==> config.mk <==
export PLATFORM = sky130hd
export DESIGN_NAME = candy_board_store
export DESIGN_NICKNAME = d
export VERILOG_FILES = /design/src/rtl/candy_board_store.sv
export SDC_FILE = /design/constraint.sdc
export NUM_CORES = 1
export LEC_CHECK = 0
export CAP_MARGIN = 20
export CORE_MARGIN = 10
export CORE_UTILIZATION = 57
export DETAILED_ROUTE_END_ITERATION = 12
export PLACE_DENSITY_LB_ADDON = 0.05
export SLEW_MARGIN = 20
export SYNTH_ARGS = -nofsm -noshare
export SYNTH_HDL_FRONTEND = slang
export SYNTH_SLANG_ARGS = --single-unit
==> constraint.sdc <==
create_clock -name Clk -period 3.71 [get_ports Clk]
set_input_delay 1.113 -clock Clk [delete_from_list [all_inputs] [get_ports Clk]]
set_output_delay 1.113 -clock Clk [all_outputs]
set_load 0.005 [all_outputs]
==> src/rtl/candy_board_store.sv <==
// candy_board_store: 8x8 candy board with pseudo-random fill, pairwise swap and random refill.
// Build option CANDY_NO_MATCH_INIT_EN: the initial fill rejects candies that would form a run of three.
module candy_board_store #(
  parameter logic [7:0] SEED       = 8'hA5,
  parameter int         NUM_COLORS = 6
) (
  input  logic       Clk,
  input  logic       Reset,
  input  logic [2:0] X,
  input  logic [2:0] Y,
  output logic [2:0] ColorXY,
  input  logic [2:0] swapX,
  input  logic [2:0] swapY,
  input  logic       swapFlag,
  input  logic [2:0] rewriteX,
  input  logic [2:0] rewriteY,
  input  logic       randFlag,
  input  logic       LoadEn,
  input  logic [5:0] LoadAddr,
  input  logic [2:0] LoadColor,
  output logic       Ready,
  output logic       Busy
);

  typedef enum logic [1:0] {INIT, IDLE, SWAP_WR, RAND_WR} state_t;

  // An all-zero LFSR would lock up, so a zero seed is replaced.
  localparam logic [7:0] SEED_EFF = (SEED == 8'h00) ? 8'h01 : SEED;

  state_t     state;
  logic [2:0] cells [64];
  logic [7:0] lfsr;
  logic [5:0] cnt;
  logic [5:0] indexA;
  logic [5:0] indexB;
  logic [5:0] indexR;
  logic [2:0] colA;
  logic [2:0] colB;
  logic [2:0] randColor;
  logic       candAccept;
  logic       readyReg;
  logic       busyReg;

  // Out-of-range LFSR codes fold back onto the first colours.
  assign randColor = (lfsr[2:0] >= 3'(NUM_COLORS)) ? lfsr[2:0] - 3'(NUM_COLORS) : lfsr[2:0];

`ifdef CANDY_NO_MATCH_INIT_EN
  logic [5:0] left1;
  logic [5:0] left2;
  logic [5:0] up1;
  logic [5:0] up2;
  logic       rowRun;
  logic       colRun;

  assign left1  = cnt - 6'd1;
  assign left2  = cnt - 6'd2;
  assign up1    = cnt - 6'd8;
  assign up2    = cnt - 6'd16;
  assign rowRun = (cnt[2:1] != 2'b00) && (cells[left1] == randColor) && (cells[left2] == randColor);
  assign colRun = (cnt[5:4] != 2'b00) && (cells[up1] == randColor) && (cells[up2] == randColor);
  assign candAccept = !(rowRun || colRun);
`else
  assign candAccept = 1'b1;
`endif

  always_ff @(posedge Clk) begin
    if (Reset) begin
      state    <= INIT;
      cnt      <= 6'd0;
      lfsr     <= SEED_EFF;
      readyReg <= 1'b0;
      busyReg  <= 1'b1;
    end else begin
      lfsr <= {lfsr[6:0], lfsr[7] ^ lfsr[5] ^ lfsr[4] ^ lfsr[3]};
      case (state)
        INIT: begin
          if (candAccept) begin
            cells[cnt] <= randColor;
            cnt        <= cnt + 6'd1;
            if (cnt == 6'd63) begin
              state    <= IDLE;
              readyReg <= 1'b1;
              busyReg  <= 1'b0;
            end
          end
        end
        IDLE: begin
          if (LoadEn) begin
            cells[LoadAddr] <= LoadColor;
          end else if (swapFlag) begin
            indexA  <= {Y, X};
            indexB  <= {swapY, swapX};
            colA    <= cells[{Y, X}];
            colB    <= cells[{swapY, swapX}];
            state   <= SWAP_WR;
            busyReg <= 1'b1;
          end else if (randFlag) begin
            indexR  <= {rewriteY, rewriteX};
            state   <= RAND_WR;
            busyReg <= 1'b1;
          end
        end
        SWAP_WR: begin
          // With indexA == indexB both writes carry the same original colour.
          cells[indexA] <= colB;
          cells[indexB] <= colA;
          state         <= IDLE;
          busyReg       <= 1'b0;
        end
        RAND_WR: begin
          cells[indexR] <= randColor;
          state         <= IDLE;
          busyReg       <= 1'b0;
        end
        default: begin
          state   <= INIT;
          cnt     <= 6'd0;
          busyReg <= 1'b1;
        end
      endcase
    end
  end

  assign ColorXY = cells[{Y, X}];
  assign Ready   = readyReg;
  assign Busy    = busyReg;

endmodule

==> results of run 1 <==
[stage by stage]
step                      std cells  hold slack, ps  instance area (µm²)  setup TNS [ps]
after floorplan                1125             389                14000               0
after CTS                      1607             421                17200            -360
after detailed placement       1541             406                15800           -2840
after global placement         1541             398                15800           -2460
final                          1607             418                17200            -366
after global routing           1607             458                17200            -434
[worst max-delay path, delay by kind of cell]
family	cells	cell delay (ps)
buf+inv	4	520
simple gates	1	130
mux	1	550
compound gates	3	420
[cells by family (layout without fill, tap and decap cells)]
group | Yosys count | in the layout
simple gates | 334 | 334
mux | 235 | 235
compound gates | 216 | 216
buf+inv | 97 | 255
flops | 234 | 234
fa+ha+maj | 1 | 1
xor+xnor | 8 | 8
[synth_stat cells (all sizes together) (4+ instances only)]
cell type,count
mux4,94
a22oi,6
nor3b,4
nor2b,16
or2,9
clkbuf,60
dfxtp,18
o22ai,33
nand3b,10
a2111oi,4
nand2b,16
nand2,157
a31oi,8
buf,33
edfxtp,216
nor3,9
and2,4
nor2,59
xor2,5
mux2i,15
o221ai,9
a21oi,6
nand3,27
inv,4
mux2,126
o21ai,125
[cell usage in the layout, fill, tap and decap left out, drive strengths merged, types with 8 or more instances in the layout]
cell and n:
edfxtp 216, buf 172, nand2 157, mux2 126, o21ai 125, mux4 94, nor2 59, o22ai 33
clkbuf 32, nand3 27, clkdlybuf4s50 26, dfxtp 18, nand2b 16, nor2b 16, mux2i 15, nand3b 10
o221ai 9, or2 9, nor3 9, a31oi 8
[cell type report]
| type | count | area [µm²] | area share |
|---|---|---|---|
| flip-flops and latches | 234 | 6850 | 0.398 |
| well taps | 324 | 405 | 0.0236 |
| clock buffers | 32 | 714 | 0.0415 |
| repair buffers | 203 | 2080 | 0.121 |
| clock inverters | 16 | 235 | 0.0137 |
| inverters | 4 | 15.0 | 0.000873 |
| multi-input cells | 794 | 6910 | 0.402 |
[state kept, by name, summed over array words and instances (netlist names)]
register and count:
cells 192, lfsr 8, cnt 6, indexA 6, indexB 6, indexR 6, colA 3, colB 3
state 2, Busy 1, Ready 1
[final timing paths]
check / start / slack (ps) / end
worst max-delay path: X[0] / -150 / ColorXY[0]
worst min-delay path: lfsr[6] / 420 / lfsr[7]
worst max register to register: state[0] / 850 / cells[18][0]
worst min register to register: lfsr[6] / 420 / lfsr[7]
[metal layers]
layer,track usage,wire [µm],vias to the layer above
met2,0.446,20800,694
met4,0.133,2310,0
met5,0,0,-
met1,0.382,17400,5340
li1,-,-,4671
met3,0.0655,5020,142
[what timing repair did]
action                                  in CTS  in global routing
buffers inserted                            12                  0
endpoints found under the setup margin       3                  3
gates cloned                                 7                  0
gates resized for setup                     59                  5
hold endpoints to repair                     0                  0
pin swaps                                   16                  6
[where the power goes]
group / leakage, nW / switching, mW / internal [mW]
clock: 0.450 / 1.09 / 1.78
combinational: 3.30 / 0.454 / 0.463
sequential: 2.10 / 0.0140 / 2.95
==> qor.txt, run 1 <==
status -> finished, violations left
failing checks -> setup timing
# Max-Cap Violations -> 0
Synth Area in Adders -> 0.000892
post-layout min period -> 3860 ps
DRT iter0 DRCs -> 1370
initial antenna violation count -> 0
Synth async-reset ratio -> 0
Ys Warns -> 0
Startpoint Class -> input pin
Worst-Skew Late Latency -> 540 ps
cells on worst reg2reg path -> 7
hold crit path type -> reg2reg
area leader, netlist -> edfxtp_1
WL final -> 45.6 mm
FMAX -> 259 MHz
routed vias/inst -> 6.75
Crit Path Category -> in2out
final setup vio count -> 3
CTS root buffer -> clkbuf_16
overall power -> 6.75 mW
hold depth -> 1
syn avg cell area -> 12.5 µm²
# DRC -> 0
global-route wire length before repair -> 67.3 mm
Area Growth Syn to Fin -> 22.6%
CP endpoint kind -> output pin
IO buf count -> 36
DRT Pass-1 Iters -> 6
HPWL after DPL -> 30.4 mm
core area -> 0.0242 mm²
Place WS -> -960 ps
Hold Buf Count CTS -> 0
diodes inserted -> 0
Worst EP arrival -> 2740 ps
clk sinks -> 234
Mapped Cells -> 1125
top-area cell type share of the netlist area -> 0.462
peak fanout along the critical path -> 5
CP max-delay cell -> mux4_2
Seq/Total Area, Yosys -> 0.488
number of global-route vias before repair -> 10606
crit path cell chain -> buf_16 -> buf_12 -> buf_16 -> mux4_2 -> o221ai_2 -> o41ai_2 -> nand2_1 -> o211ai_1 -> buf_2
ratio of cells with drive above 1 in the final layout -> 0.380
maximum vdd drop -> 425 µV
Cell variety after synth -> 69
post-route setup slack -> -147 ps
post-synthesis xor/xnor area fraction -> 0.00500
Synth Area in Compound Gates -> 0.0937
Power per Cell Area -> 392 mW/mm²
initial core utilization -> 0.578
Max-slew headroom -> 0.398
Slew @ Worst Pin -> 902 ps
largest family of logic cells by synthesized area -> multiplexers
final setup skew -> 10.6 ps
CTS tree -> done
Worst Path Required -> 2600 ps
total CTS buffers -> 26
fin crit share -> 1.04
Total GRT Usage -> 0.289
Synth Area in Simple Gates -> 0.120
Die Wd -> 177 µm
fill count -> 1682
final slew viol count -> 0
site row count -> 57
Final Hold Viols -> 0
RSZ-0062 raised after global routing -> true
Worst path max stage delay -> 550 ps
fin util -> 0.709
Primary FF master, synth -> edfxtp_1
number of synthesized flops with an enable pin -> 216
largest net degree at the start of global routing -> 65
synthesized net count -> 1158
most used cell, CP -> buf_16
Die Ht -> 177 µm
Seq cells post-synth -> 234
Routed Antenna Nets -> 0
post-layout net count -> 1296
Via Count -> 10847
H-Tree Depth -> 1
GR Overflow Total -> 0
routed len/inst -> 28.4 µm
synth top area cells -> edfxtp_1 46%, mux4_2 15%, mux2_2 10%
Post-Syn Area -> 0.0140 mm²
Placer Congestion -> 1.00
io pins -> 37
share of synthesized area spent on multiplexers -> 0.263
Clock transition at path regs -> 60 ps
CTS max path bufs -> 3
LEAKAGE -> 5.84 nW
die area -> 0.0313 mm²
(Power assumes the default switching activity.)
==> inputs of run 2 (changes only) <==
- CTS_CLUSTER_DIAMETER: default -> 50
==> run 2 against run 1 <==
  * Global-route usage fell by 0.075 points
  * Routed wire length is 0.22% higher
  * Largest cell class unchanged
  * Maximum frequency decreased by 0.90%
  * Die area unchanged
  * Register-to-register slack is essentially flat
  * The flow still finishes with violations (setup timing)
  * Via count is 0.38% higher
  * Setup slack lost 35 ps
  * Critical path type unchanged
  * Critical path depth unchanged
  * Clock skew rose by 8.1 ps
  * Combinational power rose by 0.7%
  * Total power increased by 0.57%
==> qor.txt, run 2 (same netlist as run 1, synthesis figures left out) <==
status -> finished, violations left (unchanged)
failing checks -> setup timing (unchanged)
P_int -> 5.14 mW (was 5.19 mW)
site row count -> 57 (unchanged)
Via Count -> 10888 (was 10847)
Worst path max stage delay -> 550 ps (about the same)
cells on worst reg2reg path -> 7 (unchanged)
Die Wd -> 177 µm (unchanged)
area of placed instances -> 0.0158 mm² (unchanged)
post-layout min period -> 3890 ps (was 3860 ps)
Worst Setup EP -> ColorXY[0] (unchanged)
core area -> 0.0242 mm² (unchanged)
Largest Register -> cells (unchanged)
CTS root buffer -> clkbuf_16 (unchanged)
final setup skew -> 18.7 ps (was 10.6 ps)
CTS max path bufs -> 3 (unchanged)
initial core utilization -> 0.578 (unchanged)
WP buf/inv -> 4 (unchanged)
origin of the critical flop-to-flop path -> state[0] (unchanged)
# Max-Cap Violations -> 0 (unchanged)
GR Overflow Total -> 0 (unchanged)
routed vias/inst -> 6.75 (about the same)
CP max-delay cell -> mux4_2 (unchanged)
Power per Cell Area -> 393 mW/mm² (was 392 mW/mm²)
WL final -> 45.7 mm (was 45.6 mm)
Inst Count DP -> 1541 (unchanged)
largest net degree at the start of global routing -> 65 (unchanged)
Routed Antenna Nets -> 0 (unchanged)
crit path cell chain -> buf_16 -> buf_12 -> buf_16 -> mux4_2 -> o221ai_2 -> o41ai_2 -> nand2_1 -> o211ai_1 -> buf_2 (unchanged)
terminus of the critical flop-to-flop path -> cells[18][2] (was cells[18][0])
die area -> 0.0313 mm² (unchanged)
io pins -> 37 (unchanged)
diodes inserted -> 0 (unchanged)
hold crit path type -> reg2reg (unchanged)
R2R Setup Slk -> 840 ps (was 850 ps)
most used cell, CP -> buf_16 (unchanged)
HPWL after DPL -> 30.4 mm (unchanged)
initial antenna violation count -> 0 (unchanged)
sw power -> 1.65 mW (was 1.56 mW)
# DRC -> 0 (unchanged)
maximum vdd drop -> 380 µV (was 425 µV)
Final Instance Area -> 0.0173 mm² (was 0.0172 mm²)
DRT Pass-1 Iters -> 5 (was 6)
Worst EP arrival -> 2780 ps (was 2740 ps)
post-route setup slack -> -182 ps (was -147 ps)
Clk pwr share -> 0.427 (was 0.425)
Sequential Power Share -> 0.437 (was 0.439)
final setup vio count -> 3 (unchanged)
IO buf count -> 36 (unchanged)
Clock transition at path regs -> 60 ps (about the same)
Crit Path Category -> in2out (unchanged)
commonest non-fill, non-tap cell in the layout -> edfxtp_1 (unchanged)
Worst Path Required -> 2600 ps (about the same)
Startpoint Class -> input pin (unchanged)
Slew @ Worst Pin -> 900 ps (was 902 ps)
Post-Layout Cell Count -> 1614 (was 1607)
number of global-route vias before repair -> 10582 (was 10606)
CTS tree -> done (unchanged)
routed len/inst -> 28.3 µm (was 28.4 µm)
Total GRT Usage -> 0.288 (was 0.289)
Final Hold Viols -> 0 (unchanged)
critical path depth in cells -> 9 (unchanged)
ratio of cells with drive above 1 in the final layout -> 0.383 (was 0.380)
global-route wire length before repair -> 67.5 mm (was 67.3 mm)
LEAKAGE -> 5.89 nW (was 5.84 nW)
most frequent cells in the layout -> 216 x edfxtp_1, 157 x nand2_1, 130 x buf_4 (unchanged)
Area Growth Syn to Fin -> 23.1% (was 22.6%)
Die Ht -> 177 µm (unchanged)
RSZ-0062 raised after global routing -> true (unchanged)
Worst-Skew Late Latency -> 570 ps (was 540 ps)
Net Sw Frac -> 0.243 (was 0.231)
total CTS buffers -> 30 (was 26)
top cell family by delay on the critical path -> multiplexers (unchanged)
Comb pwr share -> 0.136 (about the same)
final slew viol count -> 0 (unchanged)
crit path from -> X[0] (unchanged)
fin util -> 0.712 (was 0.709)
Max-slew headroom -> 0.400 (was 0.398)
DRT iter0 DRCs -> 1484 (was 1370)
H-Tree Depth -> 1 (unchanged)
peak fanout along the critical path -> 5 (unchanged)
FMAX -> 257 MHz (was 259 MHz)
clk sinks -> 234 (unchanged)
fin crit share -> 1.05 (was 1.04)
post-layout net count -> 1301 (was 1296)
CP endpoint kind -> output pin (unchanged)
setup TNS -> -446 ps (was -366 ps)
max reg flops -> 192 (unchanged)
largest registers -> cells (192), lfsr (8) (unchanged)
Placer Congestion -> 1.00 (unchanged)
==> run 2: cell count changes in the layout (fill, tap and decap cells not counted), sizes merged <==
cell	delta
bufinv	-4
inv	+6
buf	+1
clkinvlp	-2
clkinv	+2
clkbuf	+4
==> run 2: per-stage QoR <==
| step | hold slack, ps | worst slack (ps) | total power, mW |
|---|---|---|---|
| 6_report | 418 | -182 | 6.79 |
| 2_1_floorplan | 389 | 41.7 | 3.52 |
| 3_3_place_gp | 398 | -954 | 3.83 |
| 5_1_grt | 459 | -215 | 6.96 |
| 4_1_cts | 421 | -157 | 6.78 |
| 3_5_place_dp | 406 | -960 | 3.84 |
==> run 2: metal layers <==
layer / vias up / track usage / routed length [µm]
met1: 5357 / 0.384 / 17500
li1: 4683 / - / -
met5: - / 0 / 0
met3: 140 / 0.0721 / 5380
met2: 708 / 0.445 / 20800
met4: 0 / 0.112 / 2040
==> run 2: power groups by stage <==
stage | Sequential [mW] | Combinational [mW] | Clock [mW]
2_1_floorplan | 3.01 | 0.510 | 0
3_3_place_gp | 3.02 | 0.810 | 0
3_5_place_dp | 3.02 | 0.825 | 0
4_1_cts | 2.96 | 0.893 | 2.92
5_1_grt | 2.96 | 0.970 | 3.02
6_report | 2.96 | 0.923 | 2.90
==> run 2: timing repair <==
action                                  CTS  global route
hold buffers                              0             0
gates resized for setup                  58             7
cloned                                    7             0
pin swaps                                15             7
setup buffers                            11             2
endpoints found under the setup margin    3             3
==> run 2: worst min-delay path by stage <==
| stage | depth (start not counted) | start | endpoint | slack (ps) |
|---|---|---|---|---|
| finish | 1 | lfsr[6] | lfsr[7] | 420 |
| detailed placement | 1 | lfsr[6] | lfsr[7] | 410 |
| CTS | 1 | lfsr[6] | lfsr[7] | 420 |
| global placement | 1 | lfsr[6] | lfsr[7] | 400 |
| global route | 1 | lfsr[6] | lfsr[7] | 460 |
| floorplan | 1 | lfsr[6] | lfsr[7] | 390 |
==> run 2: final cells by class <==
| cell class | count | area, µm² |
|---|---|---|
| inverter | 4 | 15.0 |
| sequential | 234 | 6850 |
| multi-input combinational | 794 | 6910 |
| timing repair buffer | 204 | 2100 |
| clock buffer | 36 | 815 |
| fill | 1706 | 6980 |
| tap | 324 | 405 |
| clock inverter | 18 | 181 |
